<file path="src/rtl/display_pkg.sv">
// Shared constants and types for the multiplexed display scan controller.
// A character is a 5-bit code plus a parity bit; odd total parity is valid.
package display_pkg;

    localparam int CODE_W = 5;
    localparam int SEG_W  = 7;

    localparam logic [CODE_W-1:0] BLANK_CODE = 5'b00000;
    localparam logic              BLANK_PAR  = 1'b1;

    typedef enum logic [1:0] {
        IDLE  = 2'd0,
        SHOW  = 2'd1,
        BLANK = 2'd2
    } scan_state_e;

    typedef struct packed {
        logic [CODE_W-1:0] code;
        logic              par;
    } char_t;

    localparam char_t BLANK_CHAR = '{code: BLANK_CODE, par: BLANK_PAR};

endpackage

</file>
<file path="src/rtl/display_dwell_timer.sv">
// Dwell timer: counts 0..DIV-1 while run is high and flags the last cycle.
// Dropping run restarts the count so every digit gets a full dwell.
module display_dwell_timer #(
    parameter int DIV = 4
) (
    input  logic clk,
    input  logic rst,
    input  logic run,
    output logic expire
);

    localparam int CNT_W = $clog2(DIV);

    logic [CNT_W-1:0] cnt_q, cnt_d;

    assign expire = run && (cnt_q == CNT_W'(DIV - 1));

    always_comb begin
        cnt_d = cnt_q;
        if (!run || expire) begin
            cnt_d = '0;
        end else begin
            cnt_d = cnt_q + 1'b1;
        end
    end

    always_ff @(posedge clk) begin
        if (rst) begin
            cnt_q <= '0;
        end else begin
            cnt_q <= cnt_d;
        end
    end

endmodule

</file>
<file path="src/rtl/display_scan_ctrl.sv">
// Scan controller for one shared Display decoder: double-buffered characters,
// one digit per dwell slot with a blank guard cycle, sticky per-digit parity errors.
module display_scan_ctrl
    import display_pkg::*;
#(
    parameter int N_DIGITS = 4,
    parameter int DIV      = 4
) (
    input  logic                clk,
    input  logic                rst,
    input  logic                enable,
    input  logic                wr_en,
    input  logic [2:0]          wr_idx,
    input  logic [CODE_W-1:0]   wr_code,
    input  logic                wr_par,
    input  logic                commit,
    input  logic                err_clr,
    output logic [CODE_W-1:0]   E,
    output logic                P,
    input  logic [SEG_W-1:0]    seg_in,
    input  logic                valid,
    output logic [SEG_W-1:0]    seg,
    output logic [N_DIGITS-1:0] an,
    output logic [N_DIGITS-1:0] err,
    output logic                busy,
    output logic                frame_done
);

    localparam int IDX_W = $clog2(N_DIGITS);

    scan_state_e state_q, state_d;
    logic [IDX_W-1:0]    idx_q, idx_d, idx_nxt, load_idx;
    logic [N_DIGITS-1:0] an_q, an_d;
    logic [CODE_W-1:0]   e_q, e_d;
    logic                p_q, p_d;
    logic                busy_q, busy_d;
    logic [N_DIGITS-1:0] err_q, err_d, err_set, wr_hit;
    char_t [N_DIGITS-1:0] shadow_q, shadow_d, active_q, active_d;
    char_t               load_char;
    logic                expire, swap;

    display_dwell_timer #(.DIV(DIV)) u_dwell (
        .clk    (clk),
        .rst    (rst),
        .run    (state_q == SHOW),
        .expire (expire)
    );

    assign frame_done = (state_q == BLANK) && (idx_q == IDX_W'(N_DIGITS - 1));
    assign swap       = busy_q && (frame_done || state_q == IDLE);
    assign busy_d     = swap ? 1'b0 : (busy_q | commit);

    // Out-of-range indices match no digit, so such writes simply vanish.
    for (genvar gi = 0; gi < N_DIGITS; gi++) begin : g_digit
        assign wr_hit[gi]   = wr_en && (wr_idx == 3'(gi));
        assign shadow_d[gi] = wr_hit[gi] ? char_t'({wr_code, wr_par}) : shadow_q[gi];
        assign active_d[gi] = swap ? shadow_q[gi] : active_q[gi];
        assign err_set[gi]  = expire && !valid && (idx_q == IDX_W'(gi));
        assign err_d[gi]    = err_set[gi] | (err_q[gi] & ~err_clr);
    end

    // The digit loaded at a swap edge must already come from the new copy.
    assign idx_nxt   = (idx_q == IDX_W'(N_DIGITS - 1)) ? '0 : idx_q + 1'b1;
    assign load_idx  = (state_q == BLANK) ? idx_nxt : '0;
    assign load_char = swap ? shadow_q[load_idx] : active_q[load_idx];

    always_comb begin
        state_d = state_q;
        idx_d   = idx_q;
        an_d    = an_q;
        e_d     = e_q;
        p_d     = p_q;
        case (state_q)
            IDLE: begin
                an_d = '0;
                if (enable) begin
                    state_d = SHOW;
                    idx_d   = '0;
                    an_d    = N_DIGITS'(1);
                    e_d     = load_char.code;
                    p_d     = load_char.par;
                end
            end
            SHOW: begin
                if (expire) begin
                    state_d = BLANK;
                    an_d    = '0;
                end
            end
            BLANK: begin
                state_d = SHOW;
                idx_d   = idx_nxt;
                an_d    = N_DIGITS'(1) << idx_nxt;
                e_d     = load_char.code;
                p_d     = load_char.par;
            end
            default: begin
                state_d = IDLE;
                an_d    = '0;
            end
        endcase
        if (!enable) begin
            state_d = IDLE;
            idx_d   = '0;
            an_d    = '0;
        end
    end

    always_ff @(posedge clk) begin
        if (rst) begin
            state_q  <= IDLE;
            idx_q    <= '0;
            an_q     <= '0;
            e_q      <= BLANK_CODE;
            p_q      <= BLANK_PAR;
            busy_q   <= 1'b0;
            err_q    <= '0;
            shadow_q <= {N_DIGITS{BLANK_CHAR}};
            active_q <= {N_DIGITS{BLANK_CHAR}};
        end else begin
            state_q  <= state_d;
            idx_q    <= idx_d;
            an_q     <= an_d;
            e_q      <= e_d;
            p_q      <= p_d;
            busy_q   <= busy_d;
            err_q    <= err_d;
            shadow_q <= shadow_d;
            active_q <= active_d;
        end
    end

    assign E    = e_q;
    assign P    = p_q;
    assign an   = an_q;
    assign err  = err_q;
    assign busy = busy_q;
    assign seg  = ((state_q == SHOW) && valid) ? seg_in : '0;

endmodule

</file>
<file path="config.mk">
export PLATFORM = sky130hd
export DESIGN_NAME = display_scan_ctrl
export DESIGN_NICKNAME = d
export VERILOG_FILES = /design/src/rtl/display_pkg.sv /design/src/rtl/display_dwell_timer.sv /design/src/rtl/display_scan_ctrl.sv
export SDC_FILE = /design/constraint.sdc
export NUM_CORES = 1
export LEC_CHECK = 0
export ABC_CLOCK_PERIOD_IN_PS = 5750
export BUFFER_PORTS_ARGS = -buffer_cell sky130_fd_sc_hd__buf_2
export CELL_PAD_IN_SITES_DETAIL_PLACEMENT = 1
export CELL_PAD_IN_SITES_GLOBAL_PLACEMENT = 1
export CORE_MARGIN = 2
export CORE_UTILIZATION = 46
export CTS_CLUSTER_SIZE = 8
export DETAILED_ROUTE_END_ITERATION = 12
export PLACE_DENSITY = 0.85
export SYNTH_ARGS = -nofsm -noshare
export SYNTH_HDL_FRONTEND = slang
export SYNTH_SLANG_ARGS = --single-unit
</file>
<file path="constraint.sdc">
create_clock -name clk -period 5.75 [get_ports clk]
set_input_delay 1.15 -clock clk [delete_from_list [all_inputs] [get_ports clk]]
set_output_delay 1.15 -clock clk [all_outputs]
set_load 0.005 [all_outputs]
</file>
=== After elaboration in Yosys (flattened, before gate mapping) ===
Index checks and enable logic that the tools add are counted.

* Register bits: 69
* Word-level logic and storage cells: 93
* Input port bits: 23
* Output and inout bits: 23

* Shift operators: 1
* Reductions and logical operators: 26
* Eq/ne operators: 11
* $add $sub $neg: 2
* Bitwise gates (word level): 11
* Mux-type cells: 17
* $lt $le $gt $ge: 1

{| class="wikitable"
|+ Operators with widths
! kind !! count
|-
| binary-select mux 6 bit (select 2 bit) || 2
|-
| 2-to-1 mux 6 bit || 3
|-
| logical AND 1 bit || 13
|-
| one-hot mux 4 bit (3 select lines) || 1
|-
| one-hot mux 5 bit (2 select lines) || 1
|-
| equality test 2 bit, second input constant || 4
|-
| one-hot mux 2 bit (2 select lines) || 2
|-
| OR reduction 2 bit || 4
|-
| 2-to-1 mux 7 bit || 1
|-
| equality test 3 x 2 -> 1 bit, second input constant || 2
|-
| 2-to-1 mux 2 bit || 3
|-
| 2-to-1 mux 5 bit || 1
|-
| OR 1 bit || 5
|-
| adder 2 x 1 -> 2 bit, second input constant || 2
|-
| AND 1 bit || 4
|-
| equality test 2 x 1 -> 1 bit, second input constant || 2
|-
| zero test 2 bit || 2
|-
| 2-to-1 mux 4 bit || 1
|-
| inequality test 2 bit, second input constant || 2
|-
| left shift 1 x 2 -> 4 bit, first input constant || 1
|-
| equality test 3 x 1 -> 1 bit, second input constant || 1
|-
| zero test 3 bit || 1
|-
| less-than comparator 2 x 3 -> 1 bit, second input constant || 1
|-
| zero test 1 bit || 2
|-
| other kinds (6) || 8
|}

=== Depth between registers and ports, before layout ===
Gate-level depths: netlist of the first run.

* Depth in word-level cells: 8
* Mapped depth: 9
* Mapped depth without buffers: 6

=== Cells and area by module ===
Synthesis of the first run repeated with hierarchy kept, for this count alone.

* Cells, all modules: 350
* Area total of the unflattened synthesis: 3105.5 um^2

{| class="wikitable"
|+ Modules (own cells, without submodules)
! module !! cells an instance !! sequential area each (um^2) !! times used !! area each (um^2)
|-
| display_scan_ctrl || 344 || 1341.3 || 1 || 3019.1
|-
| display_dwell_timer || 6 || 40.0 || 1 || 86.3
|}

=== Worst setup path after synthesis of the first run ===
OpenSTA, ideal clock, no wires.

* Path kind: in2out
* Start point: input valid
* End point: output seg[0]
* Data required time: 4.600 ns
* Buffers on the path: 0
* Stages on the path: 3
* Setup slack: 3.075 ns
* Data arrival time: 1.525 ns
* Path through: inv_1 > nor2_1 > and2_1

* Longest elaborated chain between the ends: 2

{| class="wikitable"
|+ Ends and longest elaborated chain
! what !! RTL line !! text
|-
| start, declared || display_scan_ctrl.sv:21 || <nowiki>input logic valid,</nowiki>
|-
| logical AND 1 bit || display_scan_ctrl.sv:138 || <nowiki>assign seg = ((state_q == SHOW) && valid) ? seg_in : '0;</nowiki>
|-
| 2-to-1 mux 7 bit || display_scan_ctrl.sv:138 ||
|-
| end, declared || display_scan_ctrl.sv:22 || <nowiki>output logic [SEG_W-1:0] seg,</nowiki>
|}

Every way passes these cells.

=== Final worst setup path of the first run ===
* Start point: input valid
* End point: output seg[2]

Same word-level chain as after synthesis.

==> results of run 1 <==
critical path, cell delays in order:
cell	delay [ps]
buf_2	90
inv_1	30
nor2_1	230
and2_1	170
buf_2	110
worst min-delay path by stage:
stage                      from                to  cells after the start
2_1_floorplan  u_dwell.cnt_q[0]  u_dwell.cnt_q[0]                      1
3_3_place_gp   u_dwell.cnt_q[0]  u_dwell.cnt_q[0]                      1
3_5_place_dp   u_dwell.cnt_q[0]  u_dwell.cnt_q[0]                      1
4_1_cts        u_dwell.cnt_q[0]  u_dwell.cnt_q[0]                      1
5_1_grt        u_dwell.cnt_q[0]  u_dwell.cnt_q[0]                      1
6_report       u_dwell.cnt_q[0]  u_dwell.cnt_q[0]                      1
flip-flops by register name, indices dropped and copies added (netlist names):
signal,flops
state_q,2
active_q,24
P,1
an,4
err,4
u_dwell.cnt_q,2
E,5
busy,1
shadow_q,24
idx_q,2
cell families (layout without fill, tap and decap cells):
group,after synthesis,after routing,share of synthesized area (%)
and+or+nand+nor,149,149,23.6
adders and majority gates,9,9,3.71
buffers and inverters,29,69,4.53
AOI/OAI and AO/OA,67,67,15.4
muxes,22,22,7.25
DFF,69,69,45.5
where the power goes:
group / internal [mW] / leakage, nW / switching (mW)
Sequential: 0.490 / 0.560 / 0.00889
Clock: 0.209 / 0.0992 / 0.177
Combinational: 0.0299 / 0.727 / 0.0459
Total: 0.729 / 1.39 / 0.232
synthesized netlist by cell type, drive strengths merged:
| library cell | count | share of area, % |
|---|---|---|
| a21oi | 31 | 5.1 |
| buf | 9 | 2.1 |
| or4 | 1 | 0.25 |
| nand2 | 60 | 7.4 |
| clkbuf | 14 | 1.7 |
| mux2i | 22 | 7.3 |
| nor4bb | 2 | 0.66 |
| a311oi | 4 | 1.2 |
| dfxtp | 69 | 46 |
| a32oi | 3 | 0.87 |
| nor3 | 5 | 0.82 |
| o21ai | 2 | 0.45 |
| o2111a | 1 | 0.37 |
| or4b | 1 | 0.33 |
| nand3b | 5 | 1.2 |
| inv | 6 | 0.74 |
| a211o | 4 | 1.2 |
| nor2 | 46 | 5.7 |
| a211oi | 1 | 0.25 |
| and3b | 1 | 0.29 |
| nor3b | 1 | 0.25 |
| a311o | 5 | 1.6 |
| nand4b | 1 | 0.29 |
| a31oi | 1 | 0.21 |
| nand2b | 3 | 0.87 |
| or2 | 2 | 0.41 |
| nor4 | 1 | 0.21 |
| nor4b | 3 | 1.3 |
| nor2b | 9 | 1.9 |
| o21bai | 2 | 0.49 |
| o21a | 4 | 0.99 |
| o221ai | 6 | 1.7 |
| ha | 9 | 3.7 |
| and2 | 8 | 1.6 |
| o22a | 1 | 0.29 |
| o21ba | 1 | 0.33 |
| o221a | 1 | 0.37 |
stage by stage:
step                power (mW)  hold slack [ps]  utilization [%]  cells  setup slack (ps)
global route              1.00              464             54.6    462              2680
global placement         0.582              417             51.6    447              2850
detailed placement       0.585              430             51.6    447              2790
CTS                      0.972              440             54.6    462              2790
finish                   0.961              436             54.6    462              2820
floorplan                0.556              407                -    345              3080
area by class of cell:
class | count | area (µm²) | area share (%)
Multi-Input combinational cell | 247 | 1530 | 44.1
Sequential cell | 69 | 1380 | 39.8
Timing Repair Buffer | 48 | 248 | 7.15
Clock buffer | 11 | 141 | 4.08
Tap cell | 77 | 96.3 | 2.78
Clock inverter | 4 | 48.8 | 1.41
Inverter | 6 | 22.5 | 0.650
per-layer routing:
layer,GRT usage (%),vias up,part of all wire (%)
met5,0,-,0
met4,7.65,0,1.4
met3,6.52,13,4.5
met2,37.2,61,48
met1,29.7,1295,46
li1,-,1259,-
==> flow_summary_export.csv, run 1 <==
group,metric,value,unit
sta,period_needed,2930,ps
floorplan,core,6350,µm²
worst_setup_path,endpoint,"seg[2]",
cts,cts_root_buf,"clkbuf_8",
synthesis,yosys_warnings,0,
synthesis,syn_area_per_cell,8.80,µm²
floorplan,die_h,85.2,µm
place,place_area,3280,µm²
sta,rsz0062_at_grt,"false",
sta,tns,0,ps
floorplan,start_util,47.8,%
route,ant_nets,0,
cts,clock-sinks,69,
worst_setup_path,reg2reg_to,"E[4]",
global_route,grt_max_degree,63,
worst_setup_path,crit_fanout,7,
global_route,grt_overflow,0,
cts,cts_tree,"yes",
cts,postCtsSetupRepairBufs,0,
final_layout,area_delta_synth_final,14.2,%
route,vias,2628,
pwr,cellPowerDensity,277,nW/µm²
sta,worstMarginPinSlew,1190,ps
sta,skew,9.73,ps
sta,finalSetupViolCount,0,
cts,clkLatencyLatePin,340,ps
worst_setup_path,cp-start-kind,"input pin",
cts,clock_path_buffers,2,
synthesis,synth_area,3040,µm²
cts,htreeDepth,3,
cts,holdBufCountCts,0,
pwr,leakagePower,1.39,nW
synthesis,syn_nets,377,
route,drt_iter0_markers,109,
final_layout,final_common_cell,"dfxtp_1",
cts,numCtsBuffers,9,
floorplan,row_count,29,
place,io_buffers,45,
synthesis,post_synth_num_cell_types,44,
global_route,grt_pass1_vias,2593,
hold_path,hold_path_class,"flop to flop",
route,wl,7.84,mm
worst_setup_path,required,4600,ps
synthesis,synthCells,345,
route,drtPass1Iterations,4,
worst_setup_path,critical_path.startpoint,"valid",
worst_setup_path,endpoint_kind,"output pin",
worst_setup_path,worstRegToRegCells,6,
synthesis,ys_ff_latch,69,
sta,finalCritPeriodShare,50.9,%
route,via_per_inst,5.69,
run_status,status,"completed",
global_route,grt_pass1_wl,12.9,mm
final_layout,drive_gt1_share,18.7,%
worst_setup_path,path_class,"input pin to output pin",
pwr,worst_ir_drop_vdd,0.230,mV
final_layout,insertedDiodeCount,0,
sta,slew_viol_final,0,
synthesis,ys_seq_area_share,45.5,%
final_layout,layout_common_cells,"dfxtp_1 (69), nand2_1 (60), nor2_1 (46)",
sta,timing.fmax,0.341,GHz
cts,cts_resized,0,
floorplan,io-pin-count,46,
global_route,antenna_found_initial,0,
sta,slew_headroom,20.5,%
worst_setup_path,cp.arrival,1780,ps
place,detailedPlacementHpwl,5.36,mm
global_route,grt_usage,23.0,%
worst_setup_path,rrSetupSlack,3010,ps
job,drv_cap,0,
worst_setup_path,regToRegStartpoint,"idx_q[0]",
cts,clk_pin_slew_worst_paths,70,ps
floorplan,die_area,7260,µm²
sta,timing_hold_violations_final,0,
final_layout,nNetsFinal,413,
final_layout,nFillCells,766,
route,drc,0,
floorplan,die_w,85.2,µm
route,wl_per_cell,17.0,µm
place,place_congestion,0.802,
final_layout,stdcell_area,3470,µm²
(Power assumes the default switching activity.)
==> run 2: changes to the inputs <==
- ABC_AREA: not set -> 1
- ABC_CLOCK_PERIOD_IN_PS: 5750 -> 2500
- CORE_UTILIZATION: 46 -> 37
- PLACE_DENSITY: 0.85 -> 0.77
- clock period: 5.75 -> 2.5 ns (I/O delays scaled with it)
==> flow_summary_export.csv, run 2 <==
group,metric,value,unit
run_status,status,"completed",
sta,finalSetupViolCount,0,
floorplan,start_util,37.6,%
route,ant_nets,0,
floorplan,die_h,94.6,µm
synthesis,synth_top_cell_by_area,"dfxtp_1",
synthesis,syn_nets,450,
route,drtPass1Iterations,4,
pwr,worst_ir_drop_vdd,0.233,mV
place,detailedPlacementHpwl,5.53,mm
cts,clkLatencyLatePin,350,ps
synthesis,yosys_warnings,0,
route,wl,7.73,mm
synthesis,post_synth_num_cell_types,26,
worst_setup_path,regToRegStartpoint,"idx_q[0]",
sta,layout_setup_ws,400,ps
synthesis,synth_top_area_share,45.5,%
sta,slew_headroom,68.7,%
synthesis,synth-edff-count,0,
pwr,p_total,2.35,mW
cts,clock-sinks,69,
worst_setup_path,worstRegToRegCells,11,
final_layout,fin_cells,569,
worst_setup_path,reg2reg_to,"E[1]",
hold_path,hold_path_class,"input pin to flop",
final_layout,nNetsFinal,491,
floorplan,row_count,33,
global_route,antenna_found_initial,0,
floorplan,die_area,8950,µm²
floorplan,io-pin-count,46,
route,drc,0,
global_route,grt_pass1_vias,2684,
place,io_buffers,45,
floorplan,die_w,94.6,µm
synthesis,ys_seq_area_share,45.5,%
place,place_area,3300,µm²
worst_setup_path,path_class,"flop to flop",
worst_setup_path,endpoint_kind,"flop",
cts,postCtsSetupRepairBufs,0,
route,wl_per_cell,13.6,µm
cts,holdBufCountCts,0,
sta,slew_viol_final,0,
route,via_per_inst,4.73,
worst_setup_path,required,2750,ps
final_layout,nFillCells,1056,
cts,numCtsBuffers,9,
worst_setup_path,crit_fanout,45,
global_route,grt_overflow,0,
place,place_ws,479,ps
final_layout,layout_common_cells,"dfxtp_1 (69), nand2_1 (68), nor2_1 (57)",
synthesis,yosys-top-cells-count,"dfxtp_1 (69), nand2_1 (68), nor2_1 (57)",
final_layout,stdcell_area,3500,µm²
global_route,grt_usage,19.0,%
route,drt_iter0_markers,94,
synthesis,synthArstFlopShare,0,%
worst_setup_path,cp.arrival,2350,ps
global_route,grt_pass1_wl,13.2,mm
cts,cts_resized,0,
synthesis,synth_area,3040,µm²
job,drv_cap,0,
synthesis,ys_ff_latch,69,
synthesis,synth.area.top_cells,"dfxtp_1 (45%), nand2_1 (8.4%), o21ai_0 (7.6%), nor2_1 (7.0%), inv_1 (6.9%)",
worst_setup_path,rrSetupSlack,400,ps
hold_path,hp-start,"wr_par",
cts,cts_tree,"yes",
hold_path,holdPathEnd,"shadow_q[18]",
sta,tns,0,ps
synthesis,synth.most_common_cell,"dfxtp_1",
worst_setup_path,cp-start-kind,"flop",
global_route,grt_max_degree,49,
place,placedCellCount,553,
sta,worstMarginPinSlew,469,ps
sta,fin_hold_ws,400,ps
final_layout,area_delta_synth_final,15.3,%
cts,clk_pin_slew_worst_paths,80,ps
cts,clock_path_buffers,2,
route,vias,2694,
sta,skew,7.22,ps
cts,cts_root_buf,"clkbuf_8",
synthesis,yosys_most_used_dff,"dfxtp_1",
pwr,cellPowerDensity,670,nW/µm²
sta,timing_hold_violations_final,0,
final_layout,final_common_cell,"dfxtp_1",
final_layout,drive_gt1_share,16.4,%
sta,timing.fmax,0.476,GHz
pwr,leakagePower,1.64,nW
synthesis,syn_area_per_cell,7.27,µm²
sta,rsz0062_at_grt,"false",
sta,period_needed,2100,ps
floorplan,core,8090,µm²
final_layout,post-route-util,43.3,%
final_layout,insertedDiodeCount,0,
sta,finalCritPeriodShare,84.0,%
hold_path,min_path_cells,3,
place,place_congestion,0.780,
cts,htreeDepth,3,
synthesis,synthCells,418,
[run 2: changes by cell type after synthesis, moves of 5 or more]
cell / before / now
nor2b_1: 8 / 0
nand3b_1: 5 / 0
nor2_1: 46 / 57
inv_1: 6 / 56
and2_1: 8 / 0
nand3_1: 0 / 34
nand2_1: 60 / 68
a21oi_1: 31 / 36
o221ai_1: 6 / 0
o21ai_0: 1 / 46
mux2i_1: 22 / 0
a311o_1: 5 / 0
clkbuf_1: 14 / 9
[run 2: layer usage]
layer | routed length, µm | GRT usage [%] | up-vias
li1 | - | - | 1419
met1 | 3890 | 25.2 | 1233
met5 | 0 | 0 | -
met2 | 3540 | 30.6 | 34
met4 | 85 | 6.52 | 0
met3 | 215 | 4.23 | 8
[run 2: worst max-delay path by stage]
stage	from	slack (ps)	cells after the start	endpoint
after CTS	idx_q[0]	420	11	E[1]
after detailed placement	idx_q[0]	480	11	E[1]
after floorplan	idx_q[0]	990	10	E[4]
after global placement	idx_q[0]	610	10	E[3]
after global routing	idx_q[0]	160	11	E[2]
final	idx_q[0]	400	11	E[1]
[run 2: area by class of cell]
cell class / count / area, µm² / share of cell area [%]
clock buffers: 9 / 124 / 3.54
clock inverters: 7 / 76.3 / 2.18
inverters: 60 / 225 / 6.43
multi-input cells: 272 / 1330 / 37.8
flip-flops and latches: 69 / 1380 / 39.4
well taps: 105 / 131 / 3.75
repair buffers: 47 / 240 / 6.86
[run 2: kinds of logic (layout without fill, tap and decap cells)]
| logic type | count (synthesis) | count (layout) | share of synthesized area, % |
|---|---|---|---|
| compound gates | 89 | 89 | 15.2 |
| simple gates | 174 | 174 | 24.7 |
| fa+ha+maj | 9 | 9 | 3.71 |
| flops | 69 | 69 | 45.5 |
| buf+inv | 77 | 123 | 11.0 |
[run 2: critical path: stages (launching register included)]
cell and delay, ps:
dfxtp_1 520, ha_1 340, inv_2 80, nand2_1 80
nand2_2 120, buf_4 290, o21ai_0 240, inv_1 70
nand2_1 60, nand3_1 80, nand2_1 90, inv_1 40
[run 2: report_power, final]
group          switching [mW]  leakage, nW  internal (mW)
logic                   0.156        0.981         0.0869
clock network           0.460       0.0954          0.463
registers              0.0261        0.564           1.16
total                   0.643         1.64           1.71
